$ cat src/rtl/mul_arbiter.sv
// Two-port round-robin front end for a shared multiplier.
// Ports: reqN valid/ready + operands, rspN valid/ready + shared result/err, mul_* side, flush, busy, ops_done.
module mul_arbiter #(
  parameter int XLEN    = 32,
  parameter int TIMEOUT = 15
) (
  input  logic              clk_i,
  input  logic              rst_i,
  input  logic              req0_valid_i,
  output logic              req0_ready_o,
  input  logic [XLEN-1:0]   req0_a_i,
  input  logic [XLEN-1:0]   req0_b_i,
  input  logic              req1_valid_i,
  output logic              req1_ready_o,
  input  logic [XLEN-1:0]   req1_a_i,
  input  logic [XLEN-1:0]   req1_b_i,
  output logic              rsp0_valid_o,
  input  logic              rsp0_ready_i,
  output logic              rsp1_valid_o,
  input  logic              rsp1_ready_i,
  output logic [2*XLEN-1:0] rsp_result_o,
  output logic              rsp_err_o,
  input  logic              flush_i,
  output logic              mul_req_o,
  output logic              mul_flush_o,
  output logic [XLEN-1:0]   mul_a_o,
  output logic [XLEN-1:0]   mul_b_o,
  input  logic              mul_ready_i,
  input  logic [2*XLEN-1:0] mul_result_i,
  output logic              busy_o,
  output logic [15:0]       ops_done_o
);

  localparam int CW = (TIMEOUT > 1) ? $clog2(TIMEOUT) : 1;

  typedef enum logic [1:0] {
    IDLE,
    CALC,
    RESP
  } state_t;

  state_t r_state;
  state_t w_next;

  logic              r_prio;
  logic              r_owner;
  logic              r_err;
  logic [CW-1:0]     r_cnt;
  logic [XLEN-1:0]   r_a;
  logic [XLEN-1:0]   r_b;
  logic [2*XLEN-1:0] r_result;
  logic [15:0]       r_ops;

  logic            w_idle_ok;
  logic            w_gnt0;
  logic            w_gnt1;
  logic            w_gnt;
  logic [XLEN-1:0] w_sel_a;
  logic [XLEN-1:0] w_sel_b;
  logic            w_zero;
  logic            w_tmo;
  logic            w_mul_flush;
  logic            w_rsp_hs;
  logic            w_calc_run;

  // Grants are combinational and held off during reset.
  assign w_idle_ok = (r_state == IDLE) && !flush_i && !rst_i;
  assign w_gnt0 = w_idle_ok && req0_valid_i
               && (!req1_valid_i || !r_prio);
  assign w_gnt1 = w_idle_ok && req1_valid_i
               && (!req0_valid_i || r_prio);
  assign w_gnt  = w_gnt0 || w_gnt1;

  assign w_sel_a = w_gnt1 ? req1_a_i : req0_a_i;
  assign w_sel_b = w_gnt1 ? req1_b_i : req0_b_i;
  assign w_zero  = (w_sel_a == '0) || (w_sel_b == '0);

  assign w_calc_run = (r_state == CALC) && !flush_i;

  always_ff @(posedge clk_i or posedge rst_i) begin
    if (rst_i) r_state <= IDLE;
    else       r_state <= w_next;
  end

  always_comb begin
    w_next      = r_state;
    w_tmo       = 1'b0;
    w_mul_flush = 1'b0;
    w_rsp_hs    = 1'b0;
    unique case (r_state)
      IDLE: begin
        if (w_gnt) w_next = w_zero ? RESP : CALC;
      end
      CALC: begin
        if (flush_i) begin
          w_mul_flush = 1'b1;
          w_next      = IDLE;
        end else if (mul_ready_i) begin
          w_next = RESP;
        end else if (r_cnt == CW'(TIMEOUT - 1)) begin
          w_tmo       = 1'b1;
          w_mul_flush = 1'b1;
          w_next      = RESP;
        end
      end
      RESP: begin
        if (flush_i) begin
          w_mul_flush = 1'b1;
          w_next      = IDLE;
        end else if (r_owner ? rsp1_ready_i : rsp0_ready_i) begin
          w_rsp_hs = 1'b1;
          w_next   = IDLE;
        end
      end
      default: w_next = IDLE;
    endcase
  end

  always_ff @(posedge clk_i or posedge rst_i) begin
    if (rst_i) begin
      r_prio   <= 1'b0;
      r_owner  <= 1'b0;
      r_err    <= 1'b0;
      r_cnt    <= '0;
      r_a      <= '0;
      r_b      <= '0;
      r_result <= '0;
      r_ops    <= '0;
    end else begin
      if (w_gnt) begin
        r_a     <= w_sel_a;
        r_b     <= w_sel_b;
        r_owner <= w_gnt1;
        r_prio  <= w_gnt0;
        r_cnt   <= '0;
        if (w_zero) begin
          r_result <= '0;
          r_err    <= 1'b0;
        end
      end
      if (w_calc_run) begin
        r_cnt <= r_cnt + 1'b1;
        if (mul_ready_i) begin
          r_result <= mul_result_i;
          r_err    <= 1'b0;
        end else if (w_tmo) begin
          r_result <= '0;
          r_err    <= 1'b1;
        end
      end
      if (w_rsp_hs) r_ops <= r_ops + 16'd1;
    end
  end

  assign req0_ready_o = w_gnt0;
  assign req1_ready_o = w_gnt1;
  assign rsp0_valid_o = (r_state == RESP) && !r_owner;
  assign rsp1_valid_o = (r_state == RESP) && r_owner;
  assign rsp_result_o = r_result;
  assign rsp_err_o    = r_err;
  assign mul_req_o    = (r_state == CALC);
  assign mul_flush_o  = w_mul_flush;
  assign mul_a_o      = r_a;
  assign mul_b_o      = r_b;
  assign busy_o       = (r_state != IDLE);
  assign ops_done_o   = r_ops;

endmodule

$ cat config.mk
export PLATFORM = sky130hd
export DESIGN_NAME = mul_arbiter
export DESIGN_NICKNAME = d
export VERILOG_FILES = /design/src/rtl/mul_arbiter.sv
export SDC_FILE = /design/constraint.sdc
export NUM_CORES = 1
export LEC_CHECK = 0
export ABC_AREA = 1
export CAP_MARGIN = 20
export CORE_ASPECT_RATIO = 0.7
export CORE_MARGIN = 2
export CORE_UTILIZATION = 37
export DETAILED_ROUTE_END_ITERATION = 6
export PLACE_DENSITY = 0.79
export SKIP_LAST_GASP = 1
export SLEW_MARGIN = 20
export SYNTH_ARGS = -nofsm -noshare
export SYNTH_HDL_FRONTEND = slang
export SYNTH_SLANG_ARGS = --single-unit
export TNS_END_PERCENT = 30
$ cat constraint.sdc
create_clock -name clk_i -period 9.7 [get_ports clk_i]
set_input_delay 2.91 -clock clk_i [delete_from_list [all_inputs] [get_ports clk_i]]
set_output_delay 2.91 -clock clk_i [all_outputs]
set_load 0.01 [all_outputs]
==> flow_metrics.py, run 1 <==
metrics = {
    "clocking": {
        "cts_buffer_depth": 2,
        "clk_latency_ns": 0.41,
        "htreeDepth": 4,
        "cts_resized": 0,
        "cts_buffers": 17,
        "ctsRootBufferMaster": "clkbuf_16",
        "clk_pin_slew_ns": 0.06,
        "cts_tree": "yes",
        "post_cts_buffers": 0,
        "hold_buffers": 0,
        "clkSinkCount": 153,
    },
    "sta": {
        "whs_ns": 0.467,
        "min_period_ns": 7.99,
        "rsz0062_at_grt": "false",
        "hold_viol": 0,
        "clock_skew_ns": 0.0127,
        "setup_viol": 0,
        "tightest_slew_ns": 0.875,
        "fmax_ghz": 0.125,
        "period_share_pct": 82.4,
        "setup-tns-final_ns": 0,
        "drv_slew": 0,
        "maxSlewHeadroom_pct": 41.6,
    },
    "die": {
        "die_h_um": 123,
        "die_w_um": 174,
        "start_util_pct": 37.8,
        "dieArea_um2": 21400,
        "fp-row-count": 43,
        "core_um2": 19900,
        "ios": 352,
    },
    "grt": {
        "antenna_found_initial": 1,
        "gr-total-overflow": 0,
        "grt_pass1_vias": 7158,
        "grt_max_degree": 130,
        "grt_usage_pct": 22.0,
        "grt_pass1_wl_um": 37500,
    },
    "worst_setup_path": {
        "timing_worst_setup_path_type": "input pin to output pin",
        "cp-start-kind": "input pin",
        "worstPathMaxFanout": 53,
        "rrSetupSlack_ns": 5.68,
        "regToRegStartpoint": "r_state[0]$_DFFE_PP0P_",
        "end_kind": "output pin",
        "r2r_cells": 19,
        "timing.rr.end": "rsp_result_o[12]$_DFF_PP0_",
        "setup.worst_path.end": "req0_ready_o",
        "crit_arrival_ns": 5.08,
        "worstPathRequired_ns": 6.79,
        "setup.worst_path.start": "flush_i",
    },
    "worst_hold_path": {
        "hp-class": "register to register",
    },
    "yosys": {
        "synthMuxAreaShare_pct": 0,
        "synthAdderAreaFrac_pct": 1.00,
        "ys_types": 29,
        "synth_area_leaders": "dfrtp_1 51%, nand2_1 19%, nand3_1 5.2%",
        "synth_compound_area_share_pct": 6.53,
        "ys_seq_elements": 153,
        "syn_inst": 952,
        "synthesis.nets": 1158,
        "yosysTopAreaCellShare_pct": 51.1,
        "synth_warnings": 0,
        "synthesis.area_per_instance_um2": 7.87,
        "synth_simple_gate_area_share_pct": 31.4,
        "netlist_area_um2": 7490,
        "yosys.area.top_type": "dfrtp_1",
        "synth_xor_area_share_pct": 1.75,
        "yosysSeqAreaShare_pct": 51.1,
        "synth_top_family_by_area": "simple AND/OR/NAND/NOR gates",
    },
    "cells_and_area": {
        "layout_commonest_cell": "nand2_1",
        "final_cell_mix": "376 x nand2_1, 351 x clkdlybuf4s50_1, 153 x dfrtp_1",
        "final_cells": 1561,
        "areaGrowthSynthToFinish_pct": 57.0,
        "final_nets": 1484,
        "fin_area_um2": 11800,
        "drive_gt1_share_pct": 3.80,
    },
    "drt": {
        "wire_per_inst_um": 15.1,
        "antenna_left": 0,
        "drt_iter0_markers": 501,
        "drc": 0,
        "first_pass_iters": 5,
        "viasPerCell": 4.70,
        "vias": 7331,
        "routed_wl_um": 23600,
    },
    "outcome": {
        "status": "finished clean",
    },
    "pwr": {
        "leakagePower_nw": 5.73,
        "finalPower_mw": 3.09,
        "vdd_drop_max_uv": 124,
        "p_per_area_nw_per_um2": 263,
    },
    "placement": {
        "dp_hpwl_um": 17200,
        "place_area_um2": 11200,
        "port_buffers": 351,
        "numPlacedInstances": 1529,
        "gp_congestion": 0.828,
    },
    "job": {
        "drv_cap": 0,
    },
}
-- routing by layer --
layer	vias up	track usage [%]	wire, µm
met2	225	35.3	10800
met3	27	6.37	1500
met5	-	0	0
met1	3439	29.3	10800
li1	3640	-	-
met4	0	6.67	413
-- per-stage QoR --
stage               setup slack, ns  utilization [%]
floorplan                      2.67                -
detailed placement             1.70             56.2
global placement               1.75             56.2
CTS                            1.69             59.3
global route                   1.57             59.3
finish                         1.71             59.3
-- kinds of logic (layout without fill, tap and decap cells) --
kind of cell    after synthesis  after routing
simple gates                543            543
flops                       153            153
xor+xnor                     15             15
buf+inv                     141            479
compound gates               94             94
other cells                   0              1
fa+ha+maj                     6              6
-- state kept, by name, summed over array words and instances (netlist names) --
signal	cells
rsp_result_o	64
mul_a_o	32
mul_b_o	32
ops_done_o	16
r_cnt	4
r_state	2
r_owner	1
r_prio	1
rsp_err_o	1
-- cells in the mapped netlist (all sizes together) --
library cell and number:
xnor2 8, a21boi 1, o21ai 85, nor2 32, inv 89, a21oi 5, nand3 78, clkbuf 25
dfrtp 153, nand3b 50, nand2 378, ha 6, o22ai 1, nor3b 1, a31oi 1, xor2 7
o211ai 1, nand4 1, buf 27, nor4 1, nor3 2
-- power by group --
group | switching, mW | internal, mW
logic | 0.616 | 0.699
clock network | 0.286 | 0.412
registers | 0.162 | 0.918
total | 1.06 | 2.03
-- critical path, cell delays in order --
cell and delay [ns]:
clkdlybuf4s50_1 0.45, inv_2 0.08, nand2_1 0.08, nor2_4 0.07, buf_4 0.51, nand3_1 0.19
inv_1 0.19, clkdlybuf4s50_1 0.59
-- worst min path at each step --
| stage | start | slack (ns) | depth (start not counted) | endpoint |
|---|---|---|---|---|
| detailed placement | r_cnt[3]$_DFFE_PP0P_ | 0.46 | 1 | r_cnt[3]$_DFFE_PP0P_ |
| finish | r_cnt[3]$_DFFE_PP0P_ | 0.47 | 1 | r_cnt[3]$_DFFE_PP0P_ |
| CTS | r_cnt[3]$_DFFE_PP0P_ | 0.47 | 1 | r_cnt[3]$_DFFE_PP0P_ |
| global route | r_cnt[3]$_DFFE_PP0P_ | 0.51 | 1 | r_cnt[3]$_DFFE_PP0P_ |
| global placement | r_cnt[3]$_DFFE_PP0P_ | 0.46 | 1 | r_cnt[3]$_DFFE_PP0P_ |
| floorplan | r_cnt[3]$_DFFE_PP0P_ | 0.44 | 1 | r_cnt[3]$_DFFE_PP0P_ |
-- layout make-up --
class	instances	area, µm²
Antenna cell	1	2.50
Clock buffer	17	425
Clock inverter	14	185
Fill cell	1743	8080
Inverter	89	339
Multi-Input combinational cell	658	3070
Sequential cell	153	3830
Tap cell	270	338
Timing Repair Buffer	359	3580
Power figures use the tool's default switching activity.
==> run 2: changes to the inputs <==
==> constraint.sdc (replaced) <==
create_clock -name clk_i -period 8.3 [get_ports clk_i]
set_input_delay 2.49 -clock clk_i [delete_from_list [all_inputs] [get_ports clk_i]]
set_output_delay 2.49 -clock clk_i [all_outputs]
set_load 0.01 [all_outputs]
==> run 2 against run 1 <==
  * Count of clock-buffer cells in the layout unchanged
  * Final cell count about the same
  * Non-clock buffer count increased by 1
  * Design area decreased by 0.21%
  * Critical path type unchanged
==> flow_metrics.py, run 2 (synthesis gave the netlist of run 1 again) <==
metrics = {
    "sta": {
        "tightest_slew_ns": 0.857,
        "whs_ns": 0.468,
        "clock_skew_ns": 0.0149,
        "drv_slew": 0,
        "rsz0062_at_grt": "false",
        "hold_viol": 0,
        "min_period_ns": 6.57,
        "fmax_ghz": 0.152,
        "setup-tns-final_ns": 0,
        "maxSlewHeadroom_pct": 42.9,
        "setup_viol": 0,
        "period_share_pct": 79.1,
    },
    "cells_and_area": {
        "layout_commonest_cell": "nand2_1",
        "final_nets": 1485,
        "final_util_pct": 59.2,
        "largest_register_ffs": 64,
        "areaGrowthSynthToFinish_pct": 56.7,
        "final_cell_mix": "376 x nand2_1, 351 x clkdlybuf4s50_1, 153 x dfrtp_1",
        "drive_gt1_share_pct": 3.87,
    },
    "drt": {
        "drc": 0,
        "vias": 7340,
        "wire_per_inst_um": 15.1,
        "routed_wl_um": 23600,
        "viasPerCell": 4.70,
        "first_pass_iters": 5,
        "drt_iter0_markers": 445,
        "antenna_left": 0,
    },
    "grt": {
        "grt_max_degree": 97,
        "grt_usage_pct": 21.6,
        "grt_pass1_wl_um": 36600,
        "grt_pass1_vias": 7007,
        "gr-total-overflow": 0,
        "antenna_found_initial": 1,
    },
    "worst_hold_path": {
        "hp-class": "register to register",
        "holdPathStages": 1,
        "hold_start": "r_cnt[3]$_DFFE_PP0P_",
        "hold_end": "r_cnt[3]$_DFFE_PP0P_",
    },
    "worst_setup_path": {
        "timing_worst_setup_path_type": "input pin to output pin",
        "end_kind": "output pin",
        "regToRegStartpoint": "r_state[0]$_DFFE_PP0P_",
        "cp-start-kind": "input pin",
        "worstPathMaxFanout": 3,
        "crit_arrival_ns": 4.08,
        "r2r_cells": 18,
        "rrSetupSlack_ns": 5.00,
        "timing.rr.end": "rsp_result_o[33]$_DFF_PP0_",
        "worstPathRequired_ns": 5.81,
    },
    "pwr": {
        "p_per_area_nw_per_um2": 303,
        "leakagePower_nw": 5.71,
        "vdd_drop_max_uv": 155,
    },
    "clocking": {
        "ctsRootBufferMaster": "clkbuf_16",
        "clk_pin_slew_ns": 0.06,
        "hold_buffers": 0,
        "cts_buffer_depth": 2,
        "clk_latency_ns": 0.41,
        "htreeDepth": 4,
        "cts_resized": 0,
        "cts_buffers": 17,
        "clkSinkCount": 153,
        "post_cts_buffers": 0,
        "cts_tree": "yes",
    },
    "placement": {
        "gp_congestion": 0.835,
        "dp_hpwl_um": 17400,
        "port_buffers": 351,
    },
    "die": {
        "dieArea_um2": 21400,
        "start_util_pct": 37.8,
        "core_um2": 19900,
        "fp-row-count": 43,
        "ios": 352,
        "die_w_um": 174,
        "die_h_um": 123,
    },
    "job": {
        "drv_cap": 0,
    },
    "outcome": {
        "status": "finished clean",
    },
}
## run 2: cell types whose count changed in the layout (fill, tap and decap cells not counted)
cell / delta
inv_8: -1
bufinv_16: -2
clkinvlp_4: +3
buf_4: +1
buf_16: +1
buf_6: -1
## run 2: metrics by stage
step                total power [mW]  cells  setup WS, ns  cell area, µm²
detailed placement              2.82   1529          1.74           11200
finish                          3.55   1562          1.73           11700
global route                    3.78   1562          1.63           11700
global placement                2.78   1529          1.76           11200
floorplan                       1.89    952          1.69            7490
CTS                             3.58   1560          1.72           11700
## run 2: worst max-delay path by stage
stage,start,endpoint,slack (ns),depth (start not counted)
after CTS,flush_i,req0_ready_o,1.72,7
after global routing,flush_i,req0_ready_o,1.63,7
final,flush_i,req0_ready_o,1.73,7
after global placement,flush_i,req0_ready_o,1.76,7
after detailed placement,flush_i,req0_ready_o,1.74,7
after floorplan,rst_i,mul_a_o[0]$_DFFE_PP0N_,1.69,1
## run 2: metal layers
metal  wire length [µm]  GRT usage (%)
met5                  0              0
met4                523           7.25
met2              10900           34.6
met1              10700           28.7
met3               1460           5.81
## run 2: worst max-delay path, cell delays in order
cell and delay (ns):
clkdlybuf4s50_1 0.45, inv_2 0.08, nand2_1 0.08, nor2_4 0.15
nand3_1 0.11, inv_1 0.14, clkdlybuf4s50_1 0.58
## run 2: layout make-up
| cell class | instances | area (µm²) |
|---|---|---|
| fill | 1752 | 8110 |
| sequential | 153 | 3830 |
| timing repair buffer | 360 | 3600 |
| multi-input combinational | 658 | 3070 |
| clock buffer | 17 | 425 |
| inverter | 89 | 339 |
| tap | 270 | 338 |
| clock inverter | 14 | 136 |
| antenna | 1 | 2.50 |
## run 2: power breakdown
group | total, mW | switching [mW] | internal, mW
Sequential | 1.26 | 0.188 | 1.07
Clock | 0.748 | 0.330 | 0.418
Combinational | 1.54 | 0.723 | 0.822
Total | 3.55 | 1.24 | 2.31
==> run 3: changes to the inputs <==
--- a/config.mk
+++ b/config.mk
@@ -11,7 +11,7 @@
 export CORE_MARGIN = 2
 export CORE_UTILIZATION = 37
 export DETAILED_ROUTE_END_ITERATION = 6
-export PLACE_DENSITY = 0.79
+export PLACE_DENSITY = 0.82
 export SKIP_LAST_GASP = 1
 export SLEW_MARGIN = 20
 export SYNTH_ARGS = -nofsm -noshare
==> constraint.sdc (replaced) <==
create_clock -name clk_i -period 5.9 [get_ports clk_i]
set_input_delay 1.77 -clock clk_i [delete_from_list [all_inputs] [get_ports clk_i]]
set_output_delay 1.77 -clock clk_i [all_outputs]
set_load 0.01 [all_outputs]
==> run 3 against run 2 <==
  * Sequential share of layout area is essentially flat
  * Design area about the same
  * Via count grew 0.68%
  * Combinational power is 40% higher
  * First-iteration DRC count grew 13%
  * Critical path type unchanged
  * Critical endpoint unchanged
  * Count of clock-buffer cells in the layout grew 2
  * Critical path depth shrank 2
  * Clock power increased by 43%
  * Global-route usage rose by 0.23 points
==> flow_metrics.py, run 3 (synthesis gave the netlist of run 1 again) <==
metrics = {
    "outcome": {
        "status": "finished clean",
    },
    "clocking": {
        "cts_tree": "yes",
        "clk_pin_slew_ns": 0.07,
        "hold_buffers": 0,
        "htreeDepth": 4,
        "clkSinkCount": 153,
        "clk_latency_ns": 0.42,
        "cts_buffers": 17,
        "ctsRootBufferMaster": "clkbuf_16",
        "cts_buffer_depth": 2,
        "post_cts_buffers": 0,
        "cts_resized": 0,
    },
    "worst_setup_path": {
        "cp_common_cell": "clkdlybuf4s50_1",
        "r2r_cells": 18,
        "cp-start-kind": "input pin",
        "worstPathRequired_ns": 4.13,
        "worstPathCellList": "clkdlybuf4s50_1 -> nor2_4 -> nand3_1 -> inv_1 -> clkdlybuf4s50_1",
        "crit_arrival_ns": 3.44,
        "end_kind": "output pin",
        "cp_slowest_cell": "clkdlybuf4s50_1",
        "timing_worst_setup_path_type": "input pin to output pin",
        "worstPathMaxFanout": 4,
        "max_stage_delay_ns": 0.62,
    },
    "sta": {
        "drv_slew": 0,
        "setup_viol": 0,
        "clock_skew_ns": 0.0134,
        "min_period_ns": 5.21,
        "fmax_ghz": 0.192,
        "period_share_pct": 88.4,
        "hold_viol": 0,
        "maxSlewHeadroom_pct": 35.8,
        "tightest_slew_ns": 0.960,
        "setup-tns-final_ns": 0,
        "rsz0062_at_grt": "false",
    },
    "cells_and_area": {
        "largest_register_ffs": 64,
        "areaGrowthSynthToFinish_pct": 56.8,
        "final_nets": 1486,
        "final_cell_mix": "376 x nand2_1, 351 x clkdlybuf4s50_1, 153 x dfrtp_1",
        "layout_commonest_cell": "nand2_1",
        "drive_gt1_share_pct": 3.94,
        "nFillCells": 1733,
        "final_cells": 1564,
    },
    "pwr": {
        "leakagePower_nw": 5.73,
        "vdd_drop_max_uv": 296,
        "p_per_area_nw_per_um2": 426,
        "finalPower_mw": 5.01,
    },
    "drt": {
        "drc": 0,
        "vias": 7390,
        "viasPerCell": 4.73,
        "antenna_left": 0,
        "drt_iter0_markers": 505,
        "first_pass_iters": 5,
        "wire_per_inst_um": 15.0,
        "routed_wl_um": 23400,
    },
    "placement": {
        "gp_congestion": 0.898,
        "port_buffers": 351,
        "numPlacedInstances": 1531,
        "dp_hpwl_um": 17400,
    },
    "die": {
        "start_util_pct": 37.8,
        "fp-row-count": 43,
        "ios": 352,
        "core_um2": 19900,
        "die_w_um": 174,
        "die_h_um": 123,
        "dieArea_um2": 21400,
    },
    "grt": {
        "grt_pass1_vias": 6921,
        "grt_pass1_wl_um": 36900,
        "grt_max_degree": 129,
        "gr-total-overflow": 0,
        "grt_usage_pct": 21.9,
        "antenna_found_initial": 1,
    },
    "worst_hold_path": {
        "holdPathStages": 1,
        "hp-class": "register to register",
    },
    "job": {
        "drv_cap": 0,
    },
}
-- run 3: cell count changes in the layout (fill, tap and decap cells not counted), sizes merged --
cell and delta:
clkinvlp -2, inv +1, buf +1, clkbuf +2
-- run 3: worst max-delay path, delay by kind of cell --
| family | cells | cell delay (ns) |
|---|---|---|
| buffers and inverters | 3 | 1.32 |
| AND/OR/NAND/NOR | 2 | 0.35 |
-- run 3: power breakdown --
group          switching (mW)  internal (mW)
clock                   0.463          0.605
combinational            1.01           1.15
sequential              0.266           1.51
total                    1.74           3.27
-- run 3: path summary, 6_finish.rpt --
kind / from / to / slack [ns]
setup / recovery: rst_i / req0_ready_o / 0.69
hold / removal: ops_done_o[15]$_DFFE_PP0P_ / ops_done_o[15]$_DFFE_PP0P_ / 0.47
setup reg to reg: r_state[0]$_DFFE_PP0P_ / rsp_err_o$_DFF_PP0_ / 2.54
hold reg to reg: ops_done_o[15]$_DFFE_PP0P_ / ops_done_o[15]$_DFFE_PP0P_ / 0.47
max in group asynchronous: rst_i / mul_b_o[25]$_DFFE_PP0N_ / 3.04
min in group asynchronous: rst_i / rsp_result_o[60]$_DFF_PP0_ / 2.02
-- run 3: layout make-up --
| class | count | area, µm² | area share (%) |
|---|---|---|---|
| multi-input cells | 658 | 3070 | 26.2 |
| clock inverters | 13 | 133 | 1.13 |
| clock buffers | 19 | 443 | 3.77 |
| inverters | 89 | 342 | 2.91 |
| well taps | 270 | 338 | 2.87 |
| repair buffers | 361 | 3590 | 30.6 |
| flip-flops and latches | 153 | 3830 | 32.6 |
| diodes | 1 | 2.50 | 0.0213 |
-- run 3: per-layer routing --
layer	part of all wire [%]	up-vias	GRT usage, %
met5	0	-	0
met4	2.1	0	6.83
met3	7.3	35	6.33
met2	47	286	35.0
met1	44	3432	29.0
li1	-	3637	-
-- run 3: metrics by stage --
step | setup slack (ns) | utilization (%) | hold WS, ns | instance area, µm²
5_1_grt | 0.608 | 59.2 | 0.502 | 11800
4_1_cts | 0.690 | 59.2 | 0.471 | 11700
3_5_place_dp | 0.692 | 56.3 | 0.463 | 11200
6_report | 0.686 | 59.2 | 0.472 | 11800
3_3_place_gp | 0.733 | 56.3 | 0.460 | 11200
2_1_floorplan | 0.00855 | - | 0.441 | 7490
